### src/rtl/zero_count_unit.sv
`default_nettype none
// +----------------------------------------------------------------------------
// | zero_count_unit: chunked leading/trailing zero/one counter with early exit
// | Revision: 1.0
// +----------------------------------------------------------------------------
module zero_count_unit #(
  parameter int WIDTH = 32,
  parameter int CHUNK = 8
) (
  input  logic                     clk,
  input  logic                     rst_n,
  input  logic                     in_valid,
  output logic                     in_ready,
  input  logic [WIDTH-1:0]         in_data,
  input  logic [1:0]               in_mode,
  output logic                     out_valid,
  input  logic                     out_ready,
  output logic [$clog2(WIDTH):0]   out_count,
  output logic                     out_all,
  output logic                     busy
);

  localparam int CNT_W  = $clog2(WIDTH) + 1;
  localparam int NCHUNK = WIDTH / CHUNK;
  localparam int IDX_W  = (NCHUNK > 1) ? $clog2(NCHUNK) : 1;
  localparam logic [IDX_W-1:0] LAST_IDX = IDX_W'(NCHUNK - 1);

  typedef enum logic [1:0] {IDLE = 2'd0, SCAN = 2'd1, DONE = 2'd2} state_t;

  state_t            state_q, state_d;
  logic [WIDTH-1:0]  word_q, word_d;
  logic [IDX_W-1:0]  idx_q, idx_d;
  logic [CNT_W-1:0]  count_q, count_d;
  logic              all_q, all_d;

  logic [WIDTH-1:0]  inv_data;
  logic [WIDTH-1:0]  norm_data;
  logic [CHUNK-1:0]  chunk;
  logic [CNT_W-1:0]  chunk_lz;

  // Every mode is folded into a leading-zero count on the normalised word.
  always_comb begin
    inv_data = in_mode[1] ? ~in_data : in_data;
    for (int i = 0; i < WIDTH; i++) begin
      norm_data[i] = in_mode[0] ? inv_data[WIDTH-1-i] : inv_data[i];
    end
  end

  // The word is shifted left each SCAN cycle, so the current chunk is always on top.
  assign chunk = word_q[WIDTH-1 -: CHUNK];

  always_comb begin
    chunk_lz = '0;
    for (int j = 0; j < CHUNK; j++) begin
      if (chunk[j]) chunk_lz = CNT_W'(CHUNK - 1 - j);
    end
  end

  always_comb begin
    state_d = state_q;
    word_d  = word_q;
    idx_d   = idx_q;
    count_d = count_q;
    all_d   = all_q;
    case (state_q)
      IDLE: begin
        if (in_valid) begin
          word_d  = norm_data;
          idx_d   = '0;
          count_d = '0;
          all_d   = 1'b0;
          state_d = SCAN;
        end
      end
      SCAN: begin
        word_d = word_q << CHUNK;
        if (chunk == '0) begin
          if (idx_q == LAST_IDX) begin
            count_d = CNT_W'(WIDTH);
            all_d   = 1'b1;
            state_d = DONE;
          end else begin
            count_d = count_q + CNT_W'(CHUNK);
            idx_d   = idx_q + IDX_W'(1);
          end
        end else begin
          count_d = count_q + chunk_lz;
          state_d = DONE;
        end
      end
      DONE: begin
        if (out_ready) state_d = IDLE;
      end
      default: state_d = IDLE;
    endcase
  end

  always_ff @(posedge clk) begin
    if (!rst_n) begin
      state_q <= IDLE;
      word_q  <= '0;
      idx_q   <= '0;
      count_q <= '0;
      all_q   <= 1'b0;
    end else begin
      state_q <= state_d;
      word_q  <= word_d;
      idx_q   <= idx_d;
      count_q <= count_d;
      all_q   <= all_d;
    end
  end

  assign in_ready  = (state_q == IDLE);
  assign out_valid = (state_q == DONE);
  assign busy      = (state_q != IDLE);
  assign out_count = count_q;
  assign out_all   = all_q;

endmodule
`default_nettype wire

### config.mk
export PLATFORM = sky130hd
export DESIGN_NAME = zero_count_unit
export DESIGN_NICKNAME = d
export VERILOG_FILES = /design/src/rtl/zero_count_unit.sv
export SDC_FILE = /design/constraint.sdc
export NUM_CORES = 1
export LEC_CHECK = 0
export CAP_MARGIN = 20
export CORE_MARGIN = 2
export CORE_UTILIZATION = 56
export CTS_CLUSTER_DIAMETER = 120
export DETAILED_ROUTE_END_ITERATION = 16
export PLACE_DENSITY = 0.85
export REMOVE_ABC_BUFFERS = 1
export SKIP_LAST_GASP = 1
export SLEW_MARGIN = 20
export SYNTH_ARGS = -nofsm -noshare
export SYNTH_HDL_FRONTEND = slang
export SYNTH_SLANG_ARGS = --single-unit
### constraint.sdc
create_clock -name clk -period 5.9 [get_ports clk]
set_input_delay 0.885 -clock clk [delete_from_list [all_inputs] [get_ports clk]]
set_output_delay 0.885 -clock clk [all_outputs]
set_load 0.01 [all_outputs]
# Yosys cells after proc, flatten, opt, wreduce, memory -nomap -nowiden
# Index checks and enable logic that the tools add are counted.
[word_totals]
input_bits = 38
output_inout_bits = 10
reg_bits = 43
[classes]
reduce_logical = 8
eq_ne = 9
n_mux = 60
n_addsub = 3
n_bitwise = 1
[ops]
columns = ["operator", "count"]
rows = [
  ["$mux 32", 2],
  ["$pmux 32 s2", 1],
  ["$mux 6", 10],
  ["$mux 1", 35],
  ["$not 32->32", 1],
  ["$mux 2", 7],
  ["$pmux 6 s2", 1],
  ["$logic_not 8->1", 1],
  ["$ne 2x2->1 const B", 4],
  ["$reduce_and 4->1", 2],
  ["$add 6x4->6 const B", 1],
  ["$add 6x6->6", 1],
  ["$pmux 2 s3", 1],
  ["$eq 2x2->1 const B", 2],
  ["$pmux 2 s2", 1],
  ["$reduce_bool 2->1", 2],
  ["$mux 3", 1],
  ["$ne 3x3->1 const B", 1],
  ["$reduce_and 3->1", 1],
  ["$add 2x1->2 const B", 1],
  ["$eq 2x1->1 const B", 1],
  ["$logic_not 2->1", 1],
  ["$ne 2x1->1 const B", 1],
  ["$pmux 1 s2", 1],
  ["$reduce_and 2->1", 1],
]

# Longest topological paths before layout
# Gate-level depths: netlist of the first run.
[depth]
depth_word = 11
depth_mapped = 10
ltp_nobuf = 10

# Least setup slack after synthesis of the first run
# No wires, ideal clock.
[synth_timing]
kind = "input to register"
startpoint = "input in_mode[0]"
endpoint = "register word_q[10]"
cell_stages = 6
setup_slack_ps = 3777
n_path_buf = 2
arrival_time_ps = 1996
cell_sequence = "clkbuf_1 buf_2 mux2i_1 xnor2_1 a222oi_1 nor2_1"
[synth_via]
elab_chain_cells = 3
[synth_lines]
columns = ["element", "line_no", "text"]
rows = [
  ["start: declaration", "15", "input logic [1:0] in_mode,"],
  ["$mux 1", "45", "norm_data[i] = in_mode[0] ? inv_data[WIDTH-1-i] : inv_data[i];"],
  ["$mux 32", "67", "if (in_valid) begin"],
  ["$pmux 32 s2", "65", "case (state_q)"],
  ["end signal: assignment", "107", "word_q <= word_d;"],
  ["end: declaration", "31", "logic [WIDTH-1:0] word_q, word_d;"],
]
# No other way between the ends. The select of a mux whose other input is x is not followed.
# A chain may end at the register's enable or synchronous reset.

# Final worst setup path of the first run
[layout_timing]
startpoint = "register state_q[1]"
endpoint = "output out_valid"
[layout_via]
elab_chain_cells = 1
[layout_lines]
columns = ["element", "line_no", "text"]
rows = [
  ["start: declaration", "30", "state_t state_q, state_d;"],
  ["start signal: assignment", "106", "state_q <= state_d;"],
  ["$eq 2x2->1", "115", "assign out_valid = (state_q == DONE);"],
  ["end: declaration", "16", "output logic out_valid,"],
]
# No other way between the ends.

==> results.json, run 1 <==
{
  "crit_required_ps": 5020,
  "timing.rr.end": "out_count[5]$_SDFFE_PN0P_",
  "start_util_pct": 58.1,
  "worst_slew_pin_slew_ps": 885,
  "synth_ff_type": "dfxtp_1",
  "tns_ps": 0,
  "area_growth_pct": 21.8,
  "cts_tree": "built",
  "first_pass_iters": 7,
  "antenna_found_initial": 0,
  "drt_iter0_markers": 189,
  "syn_inst": 271,
  "numCtsBuffers": 5,
  "yosysSeqAreaShare_pct": 34.0,
  "placed_cell_area_mm2": 0.00299,
  "synth_top_area_share_pct": 34.0,
  "irDropWorstVdd_uv": 152,
  "fin_nets": 349,
  "hold_buffers": 0,
  "design_area_mm2": 0.00308,
  "die_area_mm2": 0.00507,
  "r2r_setup_slack_ps": 3640,
  "post-route-drc-count": 0,
  "gp_congestion": 0.740,
  "final_cells": 357,
  "netlist_area_mm2": 0.00253,
  "clk_path_buf_depth": 2,
  "grt_pass1_vias": 2125,
  "rsz0062_at_grt": "no",
  "yosysTopAreaCell": "dfxtp_1",
  "routed_wl_mm": 5.31,
  "clock_latency_ps": 290,
  "post-route-period-util_pct": 39.5,
  "finClkSkew_ps": 8.31,
  "regArea_um2": 861,
  "synth_edf_count": 0,
  "die-height_um": 71.2,
  "worst_setup_path_end_kind": "output port",
  "cts.sinks": 43,
  "portBuffers": 47,
  "post-place-cells": 350,
  "powerDensity_mw_per_mm2": 255,
  "hold_class": "flop to flop",
  "via_per_inst": 6.11,
  "timing.max_cap.violations": 0,
  "fmax_ghz": 0.429,
  "setup_viol": 0,
  "hp-start": "idx_q[1]$_SDFFE_PN0P_",
  "cts.clk_slew.worst_paths_ps": 80,
  "grt_start_max_net_pins": 39,
  "p_leak_nw": 1.19,
  "vias": 2181,
  "ys_seq_elements": 43,
  "grt_util_all_layers_pct": 23.1,
  "fillers": 348,
  "row_count": 24,
  "ctsResizeCount": 0,
  "grt_pass1_wl_mm": 9.69,
  "diodes": 0,
  "multi_input_area_mm2": 0.00154,
  "ys_top_cells_by_area": "dfxtp_1, mux2i_1, xnor2_1",
  "hold_ws_ps": 470,
  "cts_setup_buffers": 0,
  "min_to": "idx_q[1]$_SDFFE_PN0P_",
  "hpwl_mm": 3.63,
  "slew_viol_final": 0,
  "r2r_cells": 7,
  "hold_violations": 0,
  "cp_max_fo": 6,
  "overflow": 0,
  "cp-startpoint": "state_q[1]$_SDFFE_PN0P_",
  "synth_area_per_cell_um2": 9.33,
  "start_kind": "flop",
  "wl_per_cell_um": 14.9,
  "hold_depth": 2,
  "relSlewSlack_pct": 41.0,
  "crit_type": "flop to output port",
  "fp.coreArea_mm2": 0.00435,
  "regToRegStartpoint": "word_q[31]$_SDFFE_PN0P_",
  "htree_levels": 2,
  "async_flop_share_pct": 0,
  "ant_nets": 0,
  "final_layout_size_suffix_gt1_share_pct": 7.21,
  "yosys_warnings": 0,
  "status": "complete, no violations",
  "critPathArrivalTime_ps": 1450,
  "die_w_um": 71.2,
  "io_pins": 48,
  "ys_types": 44,
  "min_period_ps": 2330,
  "root_buffer": "clkbuf_8"
}
==> critical path, cell delays in order (launching register included) <==
cell and delay (ps):
dfxtp_1 420, nor2b_1 190, clkdlybuf4s50_1 550
==> power by group <==
group          total, mW  switching [mW]  internal, mW
logic              0.252           0.129         0.123
registers          0.341          0.0230         0.318
clock network      0.192          0.0982        0.0941
total              0.785           0.250         0.535
==> through the flow <==
stage / total power [mW] / util, % / setup slack (ps)
after CTS: 0.786 / 70.7 / 3560
after floorplan: 0.508 / - / 2480
after global routing: 0.832 / 70.7 / 3450
final: 0.785 / 70.7 / 3570
after detailed placement: 0.597 / 68.6 / 3340
after global placement: 0.590 / 68.6 / 3430
==> synth_stat cells (2+ instances only) <==
cell type and instances:
ha_1 5, o21bai_1 2, xnor2_1 32, mux2i_1 33
nor2_1 41, nand2_1 5, nor3_1 4, a22oi_1 8
nand2b_1 2, a22o_1 3, a21oi_1 8, buf_2 8
nor2b_1 2, nor4_1 2, nand3_1 2, clkbuf_1 14
a222oi_1 24, dfxtp_1 43, inv_1 8
==> final cells by class <==
class	instances	area share (%)
tap	52	2.11
clock inverter	1	0.284
clock buffer	6	2.68
sequential	43	28.0
multi-input combinational	196	50.1
timing repair buffer	51	15.9
inverter	8	0.975
==> layer usage <==
metal  track usage [%]  up-vias  routed length (um)
met1              31.6     1041                2360
met2              37.1       56                2630
met3              4.42        8                 256
met5                 0        -                   0
met4              6.92        0                  61
li1                  -     1076                   -
==> state kept, by name, summed over array words and instances, names as in the netlist <==
name	count
word_q	32
out_count	6
idx_q	2
state_q	2
out_all	1
==> logic make-up (layout without fill, tap and decap cells) <==
family                   count (synthesis)  in the layout  synth area share (%)
buffers and inverters                   32             66                  5.44
XOR/XNOR                                33             33                  11.4
AO/OA/AOI/OAI                           60             60                  20.8
flip-flops                              43             43                  34.0
multiplexers                            33             33                  13.1
adder cells (fa/ha/maj)                  6              6                  3.27
AND/OR/NAND/NOR                         64             64                  12.0
==> cell usage in the layout, fill, tap and decap left out, drive strengths merged, types with 3 or more instances in the layout <==
| cell type | Yosys | routed |
|---|---|---|
| a22o | 3 | 3 |
| nor3 | 4 | 4 |
| nand2 | 5 | 5 |
| clkbuf | 14 | 6 |
| a222oi | 24 | 24 |
| nor4 | 3 | 3 |
| xnor2 | 32 | 32 |
| ha | 5 | 5 |
| a21oi | 8 | 8 |
| dfxtp | 43 | 43 |
| buf | 10 | 6 |
| nor2 | 41 | 41 |
| mux2i | 33 | 33 |
| a22oi | 8 | 8 |
| clkdlybuf4s50 | 0 | 45 |
| inv | 8 | 9 |
==> how the worst max path moves through the flow <==
stage / to / slack [ps] / cells past startpoint
floorplan: idx_q[1]$_SDFFE_PN0P_ / 2480 / 4
global placement: word_q[26]$_SDFFE_PN0P_ / 3430 / 5
detailed placement: word_q[21]$_SDFFE_PN0P_ / 3340 / 5
CTS: out_valid / 3560 / 2
global route: out_valid / 3450 / 2
finish: out_valid / 3570 / 2
(Power assumes the default switching activity.)
==> run 2: changes to the inputs <==
--- a/config.mk
+++ b/config.mk
@@ -7,10 +7,10 @@
 export LEC_CHECK = 0
 export CAP_MARGIN = 20
 export CORE_MARGIN = 2
-export CORE_UTILIZATION = 56
+export CORE_UTILIZATION = 52
 export CTS_CLUSTER_DIAMETER = 120
 export DETAILED_ROUTE_END_ITERATION = 16
-export PLACE_DENSITY = 0.85
+export PLACE_DENSITY = 0.8
 export REMOVE_ABC_BUFFERS = 1
 export SKIP_LAST_GASP = 1
 export SLEW_MARGIN = 20
==> constraint.sdc (replaced) <==
create_clock -name clk -period 2.2 [get_ports clk]
set_input_delay 0.33 -clock clk [delete_from_list [all_inputs] [get_ports clk]]
set_output_delay 0.33 -clock clk [all_outputs]
set_load 0.01 [all_outputs]
==> run 2 against run 1 <==
  * Combinational power grew to 2.9 times the previous value
  * Wire length is 3.1% higher
  * Clock skew is 3.8 ps lower
  * Total power grew to 2.7 times the previous value
  * Final area is 3.6% higher
  * Hold slack better by 6.8 ps
  * Via count is 0.83% higher
  * First-iteration DRC count is 3.2% higher
  * Register-to-register slack worse by 3500 ps
  * Critical path depth is 5 higher
  * Sequential power grew to 2.7 times the previous value
  * Die area is 7.3% higher
==> results.json, run 2 (synthesis gave the netlist of run 1 again) <==
{
  "timing.max_cap.violations": 0,
  "row_count": 25,
  "mostFrequentLayoutCell": "clkdlybuf4s50_1",
  "setup_viol": 0,
  "area_growth_pct": 26.1,
  "endpoint": "out_count[5]$_SDFFE_PN0P_",
  "regMostFlops": "word_q",
  "grt_start_max_net_pins": 39,
  "vias": 2199,
  "first_pass_iters": 8,
  "start_util_pct": 53.9,
  "status": "complete, no violations",
  "regToRegStartpoint": "word_q[31]$_SDFFE_PN0P_",
  "crit_type": "flop to flop",
  "cts.sinks": 43,
  "grt_pass1_wl_mm": 9.38,
  "slew_viol_final": 0,
  "clk_path_buf_depth": 2,
  "cpPeakStageDelay_ps": 550,
  "hold_violations": 0,
  "cts.clk_slew.worst_paths_ps": 70,
  "final_cells": 368,
  "drt_iter0_markers": 195,
  "die_w_um": 73.7,
  "ant_nets": 0,
  "wl_per_cell_um": 14.9,
  "io_pins": 48,
  "setup_ws_ps": 164,
  "cts_tree": "built",
  "diodes": 0,
  "portBuffers": 47,
  "worst_slew_pin_slew_ps": 452,
  "timing.rr.end": "out_count[5]$_SDFFE_PN0P_",
  "htree_levels": 2,
  "tns_ps": 0,
  "hold_class": "flop to flop",
  "hold_depth": 2,
  "fin_util_pct": 68.0,
  "fp.coreArea_mm2": 0.00469,
  "cp_max_fo": 5,
  "finClkSkew_ps": 4.49,
  "root_buffer": "clkbuf_8",
  "irDropWorstVdd_uv": 395,
  "r2r_cells": 7,
  "post-place-cells": 361,
  "numCtsBuffers": 5,
  "rsz0062_at_grt": "yes",
  "hpwl_mm": 4.13,
  "cp-startpoint": "word_q[31]$_SDFFE_PN0P_",
  "critPathArrivalTime_ps": 2250,
  "fin_nets": 358,
  "gp_congestion": 0.842,
  "layout_common_cells": "clkdlybuf4s50_1, dfxtp_1, nor2_1",
  "relSlewSlack_pct": 69.9,
  "via_per_inst": 5.98,
  "min_period_ps": 2040,
  "cts_setup_buffers": 0,
  "path_cells": "or4_1 -> nor2_1 -> ha_1 -> inv_1 -> o22ai_4 -> o2111a_1 -> a311oi_2",
  "powerDensity_mw_per_mm2": 673,
  "start_kind": "flop",
  "fmax_ghz": 0.491,
  "crit_required_ps": 2410,
  "routed_wl_mm": 5.48,
  "hp-start": "idx_q[1]$_SDFFE_PN0P_",
  "die-height_um": 73.7,
  "overflow": 0,
  "post-route-drc-count": 0,
  "post-route-period-util_pct": 92.5,
  "grt_pass1_vias": 2146,
  "antenna_found_initial": 0,
  "final_layout_size_suffix_gt1_share_pct": 10.5,
  "p_total_mw": 2.15,
  "largest_reg_flops": 32,
  "worst_setup_path_end_kind": "flop",
  "clock_latency_ps": 300,
  "grt_util_all_layers_pct": 22.1,
  "pre_cts_slack_ps": 124,
  "p_leak_nw": 1.25,
  "r2r_setup_slack_ps": 160,
  "die_area_mm2": 0.00544,
  "cp_slowest_cell": "or4_1"
}
-- run 2: worst min path at each step --
stage,endpoint,slack [ps]
finish,idx_q[1]$_SDFFE_PN0P_,480
global route,idx_q[1]$_SDFFE_PN0P_,500
CTS,idx_q[1]$_SDFFE_PN0P_,480
detailed placement,idx_q[1]$_SDFFE_PN0P_,470
global placement,idx_q[1]$_SDFFE_PN0P_,450
floorplan,idx_q[1]$_SDFFE_PN0P_,440
-- run 2: timing repair --
item | in CTS | in global routing
resized for setup | 0 | 2
setup endpoints to repair | 0 | 2
hold buffers | 0 | 0
-- run 2: power by group --
group	total [mW]	switching, mW	internal, mW	leakage [nW]
sequential	0.915	0.0616	0.853	0.352
clock	0.505	0.259	0.246	0.0470
combinational	0.727	0.355	0.373	0.856
-- run 2: cell type report --
type	count	area [um^2]
well taps	54	67.6
multi-input cells	196	1550
fillers	384	1500
inverters	8	30.0
clock buffers	6	82.6
repair buffers	60	596
clock inverters	1	5.00
flip-flops and latches	43	862
-- run 2: stage by stage --
| step | area (um^2) | hold slack (ps) |
|---|---|---|
| 4_1_cts | 3180 | 477 |
| 3_3_place_gp | 3100 | 447 |
| 3_5_place_dp | 3100 | 468 |
| 2_1_floorplan | 2420 | 436 |
| 6_report | 3190 | 477 |
| 5_1_grt | 3190 | 496 |
-- run 2: layer usage --
metal  GRT usage, %  vias up  part of all wire, %
li1               -     1094                    -
met1           27.3     1034                   45
met2           37.3       62                   49
met3           5.08        9                  4.3
met4           8.08        0                  1.7
met5              0        -                    0
-- run 2: critical path: cells and delay by family, from the launching register on --
kind            cells  cell delay, ps
simple gates        2             660
buf+inv             1             110
flops               1             350
fa+ha+maj           1             270
compound gates      3             570
==> run 3: changes to the inputs <==
--- a/config.mk
+++ b/config.mk
@@ -5,8 +5,7 @@
 export SDC_FILE = /design/constraint.sdc
 export NUM_CORES = 1
 export LEC_CHECK = 0
-export CAP_MARGIN = 20
-export CORE_MARGIN = 2
+export CAP_MARGIN = 5
 export CORE_UTILIZATION = 52
 export CTS_CLUSTER_DIAMETER = 120
 export DETAILED_ROUTE_END_ITERATION = 16
==> run 3 against run 2 <==
  * Die area fell by 5.4%
  * Maximum frequency fell by 0.78%
  * Sequential share of layout area rose by 0.24 points
  * Non-clock buffer count fell by 2
  * Sequential cell count did not move
  * Largest cell class unchanged
  * Combinational power fell by 1%
  * Wire length fell by 1.0%
  * Clock power fell by 5.3%
  * First-iteration DRC count fell by 17%
==> results.json, run 3 (synthesis gave the netlist of run 1 again) <==
{
  "status": "complete, no violations",
  "fin_util_pct": 67.4,
  "setup_viol": 0,
  "fin_nets": 356,
  "grt_util_all_layers_pct": 21.7,
  "cts.sinks": 43,
  "clock_latency_ps": 290,
  "hold_violations": 0,
  "root_buffer": "clkbuf_8",
  "start_util_pct": 53.9,
  "p_leak_nw": 1.23,
  "fp.coreArea_mm2": 0.00469,
  "cts.clk_slew.worst_paths_ps": 80,
  "vias": 2257,
  "start_kind": "flop",
  "min_period_ps": 2050,
  "io_pins": 48,
  "powerDensity_mw_per_mm2": 668,
  "rsz0062_at_grt": "no",
  "gp_congestion": 0.801,
  "crit_type": "flop to flop",
  "crit_required_ps": 2400,
  "first_pass_iters": 7,
  "regMostFlops": "word_q",
  "ant_nets": 0,
  "relSlewSlack_pct": 69.7,
  "die_w_um": 71.7,
  "post-route-drc-count": 0,
  "cp_slowest_cell": "or4_1",
  "worst_slew_pin_slew_ps": 454,
  "irDropWorstVdd_uv": 355,
  "timing.max_cap.violations": 0,
  "numCtsBuffers": 5,
  "worst_setup_path_end_kind": "flop",
  "hold_ws_ps": 486,
  "die-height_um": 71.7,
  "diodes": 0,
  "fmax_ghz": 0.487,
  "wl_per_cell_um": 14.8,
  "grt_pass1_vias": 1992,
  "row_count": 25,
  "hpwl_mm": 3.94,
  "grt_pass1_wl_mm": 8.85,
  "largest_reg_flops": 32,
  "layout_common_cells": "clkdlybuf4s50_1, dfxtp_1, nor2_1",
  "antenna_found_initial": 0,
  "path_cells": "or4_1 -> nor2_1 -> ha_1 -> inv_1 -> o22ai_4 -> o2111a_1 -> a311oi_2",
  "final_layout_size_suffix_gt1_share_pct": 10.2,
  "slew_viol_final": 0,
  "cpPeakStageDelay_ps": 550,
  "clk_path_buf_depth": 2,
  "cp_max_fo": 5,
  "htree_levels": 2,
  "area_growth_pct": 25.0,
  "tns_ps": 0,
  "overflow": 0,
  "portBuffers": 47,
  "routed_wl_mm": 5.42,
  "finClkSkew_ps": 3.33,
  "grt_start_max_net_pins": 34,
  "cts_tree": "built",
  "mostFrequentLayoutCell": "clkdlybuf4s50_1",
  "post-route-period-util_pct": 93.3,
  "cts_setup_buffers": 0,
  "die_area_mm2": 0.00515,
  "drt_iter0_markers": 162,
  "critPathArrivalTime_ps": 2260,
  "hold_class": "flop to flop",
  "via_per_inst": 6.15
}
## run 3: changes by cell type in the layout (fill, tap and decap cells not counted), sizes merged
cell / change
buf: -2
clkinvlp: +1
## run 3: layout make-up
cell class	count	area [um^2]
sequential	43	862
clock buffer	6	72.6
fill	384	1530
inverter	8	30.0
tap	54	67.6
timing repair buffer	58	568
multi-input combinational	196	1550
clock inverter	2	12.5
## run 3: report_power, final
group          leakage (nW)  internal [mW]  switching (mW)
Combinational         0.839          0.363           0.357
Sequential            0.352          0.853          0.0618
Clock                0.0412          0.222           0.256
## run 3: path summary, 6_finish.rpt
kind	startpoint	to	slack [ps]	cells after the start
min reg2reg	idx_q[1]$_SDFFE_PN0P_	idx_q[1]$_SDFFE_PN0P_	490	2
min	idx_q[1]$_SDFFE_PN0P_	idx_q[1]$_SDFFE_PN0P_	490	2
max reg2reg	word_q[31]$_SDFFE_PN0P_	out_count[5]$_SDFFE_PN0P_	150	7
max	word_q[31]$_SDFFE_PN0P_	out_count[5]$_SDFFE_PN0P_	150	7
## run 3: metrics by stage
step | setup slack, ps | instance area (um^2) | instances | power [mW]
finish | 148 | 3160 | 367 | 2.11
global route | 29.1 | 3160 | 367 | 2.24
CTS | 99.3 | 3150 | 367 | 2.11
detailed placement | 125 | 3070 | 359 | 1.64
global placement | 187 | 3070 | 359 | 1.62
floorplan | -689 | 2420 | 247 | 1.36
## run 3: timing repair
| action | in CTS | in global routing |
|---|---|---|
| resized for setup | 0 | 3 |
| endpoints found under the hold margin | 0 | 0 |
| endpoints found under the setup margin | 0 | 2 |
| hold buffers | 0 | 0 |
## run 3: critical path, delay by kind of cell, from the launching register on
family | cells | cell delay [ps]
adders and majority gates | 1 | 280
buffers and inverters | 1 | 110
DFF | 1 | 350
AOI/OAI and AO/OA | 3 | 570
and+or+nand+nor | 2 | 660
## run 3: layer usage
layer  GRT usage, %  share of wire [%]
met1           28.6                 43
met2           35.7                 50
met3           4.78                5.6
met4           6.32               0.65
met5              0                  0
